## config.mk

```make
export PLATFORM = sky130hd
export DESIGN_NAME = voice_allocator_flat
export DESIGN_NICKNAME = d
export VERILOG_FILES = /design/src/rtl/voice_allocator_if.sv /design/src/rtl/voice_allocator.sv /design/src/flat_wrapper.sv
export SDC_FILE = /design/constraint.sdc
export NUM_CORES = 1
export LEC_CHECK = 0
export CORE_MARGIN = 2
export CORE_UTILIZATION = 51
export DETAILED_ROUTE_END_ITERATION = 8
export GPL_TIMING_DRIVEN = 0
export PLACE_DENSITY = 0.73
export RECOVER_POWER = 100
export REMOVE_ABC_BUFFERS = 1
export SYNTH_ARGS = -nofsm -noshare
export SYNTH_HDL_FRONTEND = slang
export SYNTH_SLANG_ARGS = --single-unit
```

## constraint.sdc

```tcl
create_clock -name sysclk -period 11.09 [get_ports sysclk]
set_input_delay 2.218 -clock sysclk [delete_from_list [all_inputs] [get_ports sysclk]]
set_output_delay 2.218 -clock sysclk [all_outputs]
set_load 0.03 [all_outputs]
```

## src/rtl/voice_allocator_if.sv

```systemverilog
// ---------------------------------------------------------------------------
// voice_allocator_if
// Note-request handshake between the MIDI event front end and the voice
// allocator.
//   req_valid : note request present
//   req_ready : allocator can accept a request
//   req_on    : 1 = note-on, 0 = note-off
//   req_key   : MIDI key number
//   req_vel   : velocity
// master = request source, slave = voice_allocator.
// ---------------------------------------------------------------------------
interface voice_allocator_if;
    logic       req_valid;
    logic       req_ready;
    logic       req_on;
    logic [6:0] req_key;
    logic [7:0] req_vel;

    modport master (output req_valid, output req_on, output req_key, output req_vel,
                    input  req_ready);
    modport slave  (input  req_valid, input  req_on, input  req_key, input  req_vel,
                    output req_ready);
endinterface

```

## src/rtl/voice_allocator.sv

```systemverilog
// ---------------------------------------------------------------------------
// voice_allocator
// Maps note-on/note-off requests onto VOICES synth voices. Each accepted
// request scans every voice (one per cycle) and then issues one registered
// event: retrigger the same key, else a free voice, else the oldest released
// voice, else steal the oldest held voice.
// Ports:
//   sysclk, reset1 : clock, asynchronous active-low reset
//   req_if         : request handshake (slave side)
//   clr_all        : all-notes-off pulse (deferred to IDLE if busy)
//   voice_free     : per-voice envelope-finished flags, sampled live in SCAN
//   ev_*           : one-cycle voice event (data fields hold between events)
//   off_miss       : one-cycle pulse, note-off matched no held voice
//   keys_on        : per-voice key-held flags
//   active_keys    : popcount of keys_on, one cycle behind
// ---------------------------------------------------------------------------
module voice_allocator #(
    parameter int VOICES  = 32,
    parameter int V_WIDTH = $clog2(VOICES)
) (
    input  logic                sysclk,
    input  logic                reset1,
    voice_allocator_if.slave    req_if,
    input  logic                clr_all,
    input  logic [VOICES-1:0]   voice_free,
    output logic                ev_valid,
    output logic                ev_on,
    output logic [V_WIDTH-1:0]  ev_voice,
    output logic [6:0]          ev_key,
    output logic [7:0]          ev_vel,
    output logic                ev_steal,
    output logic                off_miss,
    output logic [VOICES-1:0]   keys_on,
    output logic [V_WIDTH:0]    active_keys
);
    typedef enum logic [1:0] {IDLE = 2'd0, SCAN = 2'd1, ISSUE = 2'd2} state_t;

    localparam logic [V_WIDTH-1:0] LAST_IDX = V_WIDTH'(VOICES - 1);

    state_t               state_r;
    logic                 ready_r;
    logic                 clr_pend_r;
    logic [V_WIDTH-1:0]   idx_r;
    logic                 req_on_r;
    logic [6:0]           req_key_r;
    logic [7:0]           req_vel_r;
    logic [6:0]           key_r [VOICES];
    logic [7:0]           age_r [VOICES];
    logic [VOICES-1:0]    keys_on_r;

    // Running candidates: match, free, released-oldest, held-oldest
    logic                 m_found_r, f_found_r, r_found_r, h_found_r;
    logic [V_WIDTH-1:0]   m_idx_r, f_idx_r, r_idx_r, h_idx_r;
    logic [7:0]           r_age_r, h_age_r;

    logic                 m_found_s, f_found_s, r_found_s, h_found_s;
    logic [V_WIDTH-1:0]   m_idx_s, f_idx_s, r_idx_s, h_idx_s;
    logic [7:0]           r_age_s, h_age_s;
    logic                 cur_held_s, cur_free_s;
    logic [7:0]           cur_age_s;
    logic [V_WIDTH-1:0]   pick_s;
    logic                 hit_s, steal_s;
    logic [V_WIDTH:0]     cnt_s;

    // A clr_all on the input masks ready immediately so no request slips past it
    assign req_if.req_ready = ready_r & ~clr_all;
    assign keys_on          = keys_on_r;

    // Fold the voice under the scan index into the running candidates
    always_comb begin
        cur_held_s = keys_on_r[idx_r];
        cur_free_s = voice_free[idx_r];
        cur_age_s  = age_r[idx_r];
        m_found_s = m_found_r; m_idx_s = m_idx_r;
        f_found_s = f_found_r; f_idx_s = f_idx_r;
        r_found_s = r_found_r; r_idx_s = r_idx_r; r_age_s = r_age_r;
        h_found_s = h_found_r; h_idx_s = h_idx_r; h_age_s = h_age_r;
        if (cur_held_s && (key_r[idx_r] == req_key_r) && !m_found_r) begin
            m_found_s = 1'b1; m_idx_s = idx_r;
        end else begin
            m_found_s = m_found_r;
        end
        if (!cur_held_s && cur_free_s && !f_found_r) begin
            f_found_s = 1'b1; f_idx_s = idx_r;
        end else begin
            f_found_s = f_found_r;
        end
        // Strict '>' keeps the lowest index on equal ages
        if (!cur_held_s && !cur_free_s && (!r_found_r || (cur_age_s > r_age_r))) begin
            r_found_s = 1'b1; r_idx_s = idx_r; r_age_s = cur_age_s;
        end else begin
            r_found_s = r_found_r;
        end
        if (cur_held_s && (!h_found_r || (cur_age_s > h_age_r))) begin
            h_found_s = 1'b1; h_idx_s = idx_r; h_age_s = cur_age_s;
        end else begin
            h_found_s = h_found_r;
        end
    end

    // Final voice choice, valid during the last SCAN cycle
    always_comb begin
        pick_s  = m_idx_s;
        hit_s   = m_found_s;
        steal_s = 1'b0;
        if (req_on_r) begin
            hit_s = 1'b1;
            if (m_found_s) begin
                pick_s = m_idx_s;
            end else if (f_found_s) begin
                pick_s = f_idx_s;
            end else if (r_found_s) begin
                pick_s = r_idx_s;
            end else begin
                pick_s  = h_idx_s;
                steal_s = 1'b1;
            end
        end else begin
            hit_s  = m_found_s;
            pick_s = m_idx_s;
        end
    end

    // Popcount of held flags
    always_comb begin
        cnt_s = '0;
        for (int i = 0; i < VOICES; i++) begin
            cnt_s = cnt_s + {{V_WIDTH{1'b0}}, keys_on_r[i]};
        end
    end

    // Control FSM, per-voice state and registered event outputs
    always_ff @(posedge sysclk or negedge reset1) begin
        if (!reset1) begin
            state_r     <= IDLE;
            ready_r     <= 1'b1;
            clr_pend_r  <= 1'b0;
            idx_r       <= '0;
            req_on_r    <= 1'b0;
            req_key_r   <= 7'd0;
            req_vel_r   <= 8'd0;
            keys_on_r   <= '0;
            m_found_r   <= 1'b0; f_found_r <= 1'b0; r_found_r <= 1'b0; h_found_r <= 1'b0;
            m_idx_r     <= '0;   f_idx_r   <= '0;   r_idx_r   <= '0;   h_idx_r   <= '0;
            r_age_r     <= 8'd0; h_age_r   <= 8'd0;
            ev_valid    <= 1'b0;
            ev_on       <= 1'b0;
            ev_voice    <= '0;
            ev_key      <= 7'd0;
            ev_vel      <= 8'd0;
            ev_steal    <= 1'b0;
            off_miss    <= 1'b0;
            active_keys <= '0;
            for (int i = 0; i < VOICES; i++) begin
                key_r[i] <= 7'd0;
                age_r[i] <= 8'd0;
            end
        end else begin
            ev_valid    <= 1'b0;
            ev_steal    <= 1'b0;
            off_miss    <= 1'b0;
            active_keys <= cnt_s;
            case (state_r)
                IDLE: begin
                    if (clr_all || clr_pend_r) begin
                        keys_on_r  <= '0;
                        clr_pend_r <= 1'b0;
                        ready_r    <= 1'b1;
                    end else if (req_if.req_valid && ready_r) begin
                        // Zero velocity note-on is a note-off by MIDI convention
                        req_on_r  <= req_if.req_on && (req_if.req_vel != 8'd0);
                        req_key_r <= req_if.req_key;
                        req_vel_r <= req_if.req_vel;
                        idx_r     <= '0;
                        m_found_r <= 1'b0; f_found_r <= 1'b0;
                        r_found_r <= 1'b0; h_found_r <= 1'b0;
                        ready_r   <= 1'b0;
                        state_r   <= SCAN;
                    end else begin
                        ready_r <= 1'b1;
                    end
                end
                SCAN: begin
                    m_found_r <= m_found_s; m_idx_r <= m_idx_s;
                    f_found_r <= f_found_s; f_idx_r <= f_idx_s;
                    r_found_r <= r_found_s; r_idx_r <= r_idx_s; r_age_r <= r_age_s;
                    h_found_r <= h_found_s; h_idx_r <= h_idx_s; h_age_r <= h_age_s;
                    if (clr_all) begin
                        clr_pend_r <= 1'b1;
                    end
                    if (idx_r == LAST_IDX) begin
                        state_r <= ISSUE;
                        // Commit on the edge into ISSUE so ev_* is valid for the ISSUE cycle
                        if (req_on_r) begin
                            for (int i = 0; i < VOICES; i++) begin
                                if (V_WIDTH'(i) == pick_s) begin
                                    age_r[i]     <= 8'd0;
                                    key_r[i]     <= req_key_r;
                                    keys_on_r[i] <= 1'b1;
                                end else if (age_r[i] != 8'd255) begin
                                    age_r[i] <= age_r[i] + 8'd1;
                                end else begin
                                    age_r[i] <= age_r[i];
                                end
                            end
                        end else if (m_found_s) begin
                            keys_on_r[m_idx_s] <= 1'b0;
                        end
                        if (hit_s) begin
                            ev_valid <= 1'b1;
                            ev_on    <= req_on_r;
                            ev_voice <= pick_s;
                            ev_key   <= req_key_r;
                            ev_vel   <= req_vel_r;
                            ev_steal <= steal_s;
                        end else begin
                            off_miss <= 1'b1;
                        end
                    end else begin
                        idx_r <= idx_r + V_WIDTH'(1'b1);
                    end
                end
                ISSUE: begin
                    state_r <= IDLE;
                    ready_r <= !(clr_all || clr_pend_r);
                    if (clr_all) begin
                        clr_pend_r <= 1'b1;
                    end
                end
                default: begin
                    state_r <= IDLE;
                    ready_r <= 1'b1;
                end
            endcase
        end
    end
endmodule

```

## src/flat_wrapper.sv

```systemverilog
// flat-port wrapper written by rule: the top's interface ports become plain ports
module voice_allocator_flat 
#(
    parameter int VOICES  = 32,
    parameter int V_WIDTH = $clog2(VOICES)
)
  (sysclk, reset1, clr_all, voice_free, ev_valid, ev_on, ev_voice, ev_key, ev_vel, ev_steal, off_miss, keys_on, active_keys, req_if_req_valid, req_if_req_on, req_if_req_key, req_if_req_vel, req_if_req_ready);
  voice_allocator_if req_if_i ();
  input  logic sysclk;
  input  logic reset1;
  input  logic clr_all;
  input  logic [VOICES-1:0] voice_free;
  output logic ev_valid;
  output logic ev_on;
  output logic [V_WIDTH-1:0] ev_voice;
  output logic [6:0] ev_key;
  output logic [7:0] ev_vel;
  output logic ev_steal;
  output logic off_miss;
  output logic [VOICES-1:0] keys_on;
  output logic [V_WIDTH:0] active_keys;
  input wire logic [$bits(req_if_i.req_valid)-1:0] req_if_req_valid;
  input wire logic [$bits(req_if_i.req_on)-1:0] req_if_req_on;
  input wire logic [$bits(req_if_i.req_key)-1:0] req_if_req_key;
  input wire logic [$bits(req_if_i.req_vel)-1:0] req_if_req_vel;
  output wire logic [$bits(req_if_i.req_ready)-1:0] req_if_req_ready;
  assign req_if_i.req_valid = req_if_req_valid;
  assign req_if_i.req_on = req_if_req_on;
  assign req_if_i.req_key = req_if_req_key;
  assign req_if_i.req_vel = req_if_req_vel;
  assign req_if_req_ready = req_if_i.req_ready;
  voice_allocator #(.VOICES(VOICES), .V_WIDTH(V_WIDTH)) u_core (.sysclk(sysclk), .reset1(reset1), .req_if(req_if_i), .clr_all(clr_all), .voice_free(voice_free), .ev_valid(ev_valid), .ev_on(ev_on), .ev_voice(ev_voice), .ev_key(ev_key), .ev_vel(ev_vel), .ev_steal(ev_steal), .off_miss(off_miss), .keys_on(keys_on), .active_keys(active_keys));
endmodule
```

==> metrics.md <==
| Metric | Value |
|---|---|
| Total setup buffers inserted after CTS | `0` |
| Max cap viols | `5` |
| Synth area leader | `dfrtp_1` |
| Die area | `67870 µm²` |
| Most frequent cells in the layout | `dfrtp_1 (603), nand2_1 (298), nor2_1 (289)` |
| Crit end category | `flip-flop` |
| Gp weighted congestion | `0.8918` |
| Reg2Reg Capture Point | `u_core.key_r[70]` |
| Antenna Nets Post-Route | `0` |
| Worst-margin pin slew | `6.216 ns` |
| Power Total | `6.018 mW` |
| Worst min path class | `reg -> reg` |
| Rel. slew slack | `-314.4%` |
| Clk_skew | `0.03479 ns` |
| Hold violation total from the final report | `0` |
| Ranking of synthesized cells by area | `dfrtp_1 (45%), mux4_2 (8.1%), mux2_2 (7.1%)` |
| Power Dens Cells | `161.0 nW/µm²` |
| Share of post-route cells with drive strength above 1 | `17.23%` |
| Arr. time, crit path | `9.85 ns` |
| R2R depth | `12` |
| Via density per instance | `6.166` |
| VDD IR max | `0.0001455 V` |
| Yosys reg bits | `607` |
| GRT Residual Overflow | `0` |
| Ys async rst share | `100.0%` |
| Leakage | `15.54 nW` |
| DRC Markers | `0` |
| Crit path time final | `9.344 ns` |
| Final setup vio count | `0` |
| Average size of a mapped cell | `11.34 µm²` |
| Fin. max-slew vios | `210` |
| I/O pin cnt | `115` |
| Clk slew on worst S/H paths | `0.06 ns` |
| Initial antenna violation count | `2` |
| CTS sink count | `607` |
| Dpl hpwl | `59340 µm` |
| TritonRoute pass-1 iters | `7` |
| DP Area | `35340 µm²` |
| Synth-to-layout area growth | `11.42%` |
| H-tree depth | `3` |
| Die width | `260.5 µm` |
| Min Hold Slack | `0.4623 ns` |
| Total Wirelength | `86340 µm` |
| Vias in the first global route | `24.96k` |
| CTS Hold Bufs | `0` |
| Core area | `65390 µm²` |
| CP required | `11.59 ns` |
| Fmax | `107.0 MHz` |
| Clk buf depth | `3` |
| Post-synth EDFFs | `0` |
| Rows | `94` |
| CTS resizes | `0` |
| Synth unique cells | `101` |
| Final core occ | `57.18%` |
| Worst setup margin | `1.746 ns` |
| Place WS | `3.041 ns` |
| Routed len/inst | `22.04 µm` |
| Leading cell type in the layout, fill and taps excluded | `dfrtp_1` |
| Final instance area | `37390 µm²` |
| Startpoint types | `flip-flop` |
| Worst Setup Path Type | `reg -> reg` |
| CTS tree | `built` |
| Initial Util | `51.32%` |
| Worst-skew pair later-pin latency | `0.63 ns` |
| Number of port buffers | `114` |
| Yosys top cell area share | `45.19%` |
| Worst Setup SP | `u_core.idx_r[1]` |
| Top FF cell, synth | `dfrtp_1` |
| Clock Tree Root | `clkbuf_16` |
| Fillers | `5222` |
| Pin count of the biggest net entering global routing | `130` |
| Drt initial violations | `2050` |
| Total track usage | `25.76%` |
| Fin crit share | `84.26%` |
| Syn Std Cell Area | `33560 µm²` |
| Failing checks | `max-capacitance violations, max-slew violations` |
| Yosys Warn Count | `0` |
| Flop2flop setup slack | `1.75 ns` |
| Sequential-to-total area share from yosys stat | `45.27%` |
| Status | `finished, violations left` |
| Cells after Synth | `2960` |
| RR Startpoint | `u_core.idx_r[1]` |
| Post-layout nets | `3140` |
| CP endpoint | `u_core.key_r[70]` |
| Global-route wire length before repair | `137000 µm` |
| Die height | `260.5 µm` |
| RSZ-0062 raised after global routing | `false` |
| Via count | `24.15k` |
| CP Max Fanout | `62` |
| Cts bufs inserted | `66` |
-- how the worst min path moves through the flow --
stage | end | slack [ns] | startpoint | cells past startpoint
after floorplan | u_core.ev_vel[0] | 0.44 | u_core.req_vel_r[0] | 2
after global placement | u_core.ev_vel[1] | 0.46 | u_core.req_vel_r[1] | 2
after detailed placement | u_core.ev_vel[6] | 0.45 | u_core.req_vel_r[6] | 2
after CTS | u_core.ev_vel[6] | 0.47 | u_core.req_vel_r[6] | 2
after global routing | u_core.ev_vel[5] | 0.49 | u_core.ev_vel[5] | 2
final | u_core.ev_vel[6] | 0.46 | u_core.req_vel_r[6] | 2
-- metal layers --
layer	part of all wire, %	vias to the layer above	global-route usage [%]
li1	-	10680	-
met1	41	12370	33.81
met2	48	905	42.38
met3	6.7	196	4.293
met4	3.7	4	11.27
met5	0.031	-	0
-- metrics by stage --
step | instances | TNS [ns]
finish | 3917 | 0
global route | 3916 | 0
CTS | 3915 | 0
detailed placement | 3797 | 0
global placement | 3776 | -
floorplan | 2798 | -59.26
-- area by class of cell --
type,count,area (µm²),share of cell area (%)
tap,864,1081,2.891
antenna,1,2.502,0.006692
clock inverter,24,341.6,0.9135
timing repair buffer,136,1630,4.360
clock buffer,94,1887,5.046
sequential,607,15200,40.64
inverter,118,442.9,1.185
multi-input combinational,2073,16810,44.96
-- worst max-delay path, cell delays in order, from the launching register on --
cell,delay [ns]
dfrtp_1,1.68
buf_16,0.38
nand3_1,1.00
o22a_1,0.56
nand4_1,0.38
and2_0,0.61
nand4b_1,0.18
nor4_1,1.58
mux2i_1,0.69
a22oi_1,0.49
nand2b_1,0.39
nor2_2,0.77
mux2_2,0.42
-- registers in the layout, summed over array words and instances, names as in the netlist, 2 cells and up --
register,count
u_core.age_r,256
u_core.req_vel_r,8
u_core.ev_key,7
u_core.m_idx_r,5
u_core.state_r,2
u_core.f_idx_r,5
u_core.ev_vel,8
u_core.keys_on,32
u_core.active_keys,6
u_core.idx_r,5
u_core.h_age_r,8
u_core.key_r,224
u_core.r_idx_r,5
u_core.ev_voice,5
u_core.req_key_r,7
u_core.r_age_r,8
u_core.h_idx_r,5
-- synthesized netlist by cell type, types with 24 or more instances --
| cell type | instances |
|---|---|
| o21ai_0 | 75 |
| mux2i_1 | 102 |
| nand3_1 | 58 |
| nand2_1 | 295 |
| xnor2_1 | 34 |
| mux2_2 | 213 |
| a211oi_1 | 36 |
| nor2_1 | 291 |
| ha_1 | 62 |
| a31oi_1 | 61 |
| xor2_1 | 113 |
| buf_6 | 33 |
| mux4_2 | 121 |
| and3_1 | 58 |
| nor3_1 | 58 |
| nand4_1 | 45 |
| inv_1 | 117 |
| nand2b_1 | 40 |
| clkbuf_1 | 78 |
| fa_1 | 24 |
| dfrtp_1 | 606 |
| a21oi_1 | 103 |
-- cells by family (layout without fill, tap and decap cells) --
logic type | Yosys count | after routing | share of synthesized area [%]
buf+inv | 280 | 372 | 4.336
mux | 486 | 486 | 20.69
other cells | 0 | 1 | 0
flops | 607 | 607 | 45.27
compound gates | 406 | 406 | 8.240
simple gates | 948 | 948 | 13.88
fa+ha+maj | 86 | 86 | 3.743
xor+xnor | 147 | 147 | 3.837
-- report_power, final --
group,switching (mW),internal [mW],total (mW)
Clock,0.941,1.32,2.26
Sequential,0.262,2.27,2.53
Combinational,0.756,0.473,1.23
Total,1.96,4.06,6.02
No activity file was read; power rests on OpenSTA's default activity.
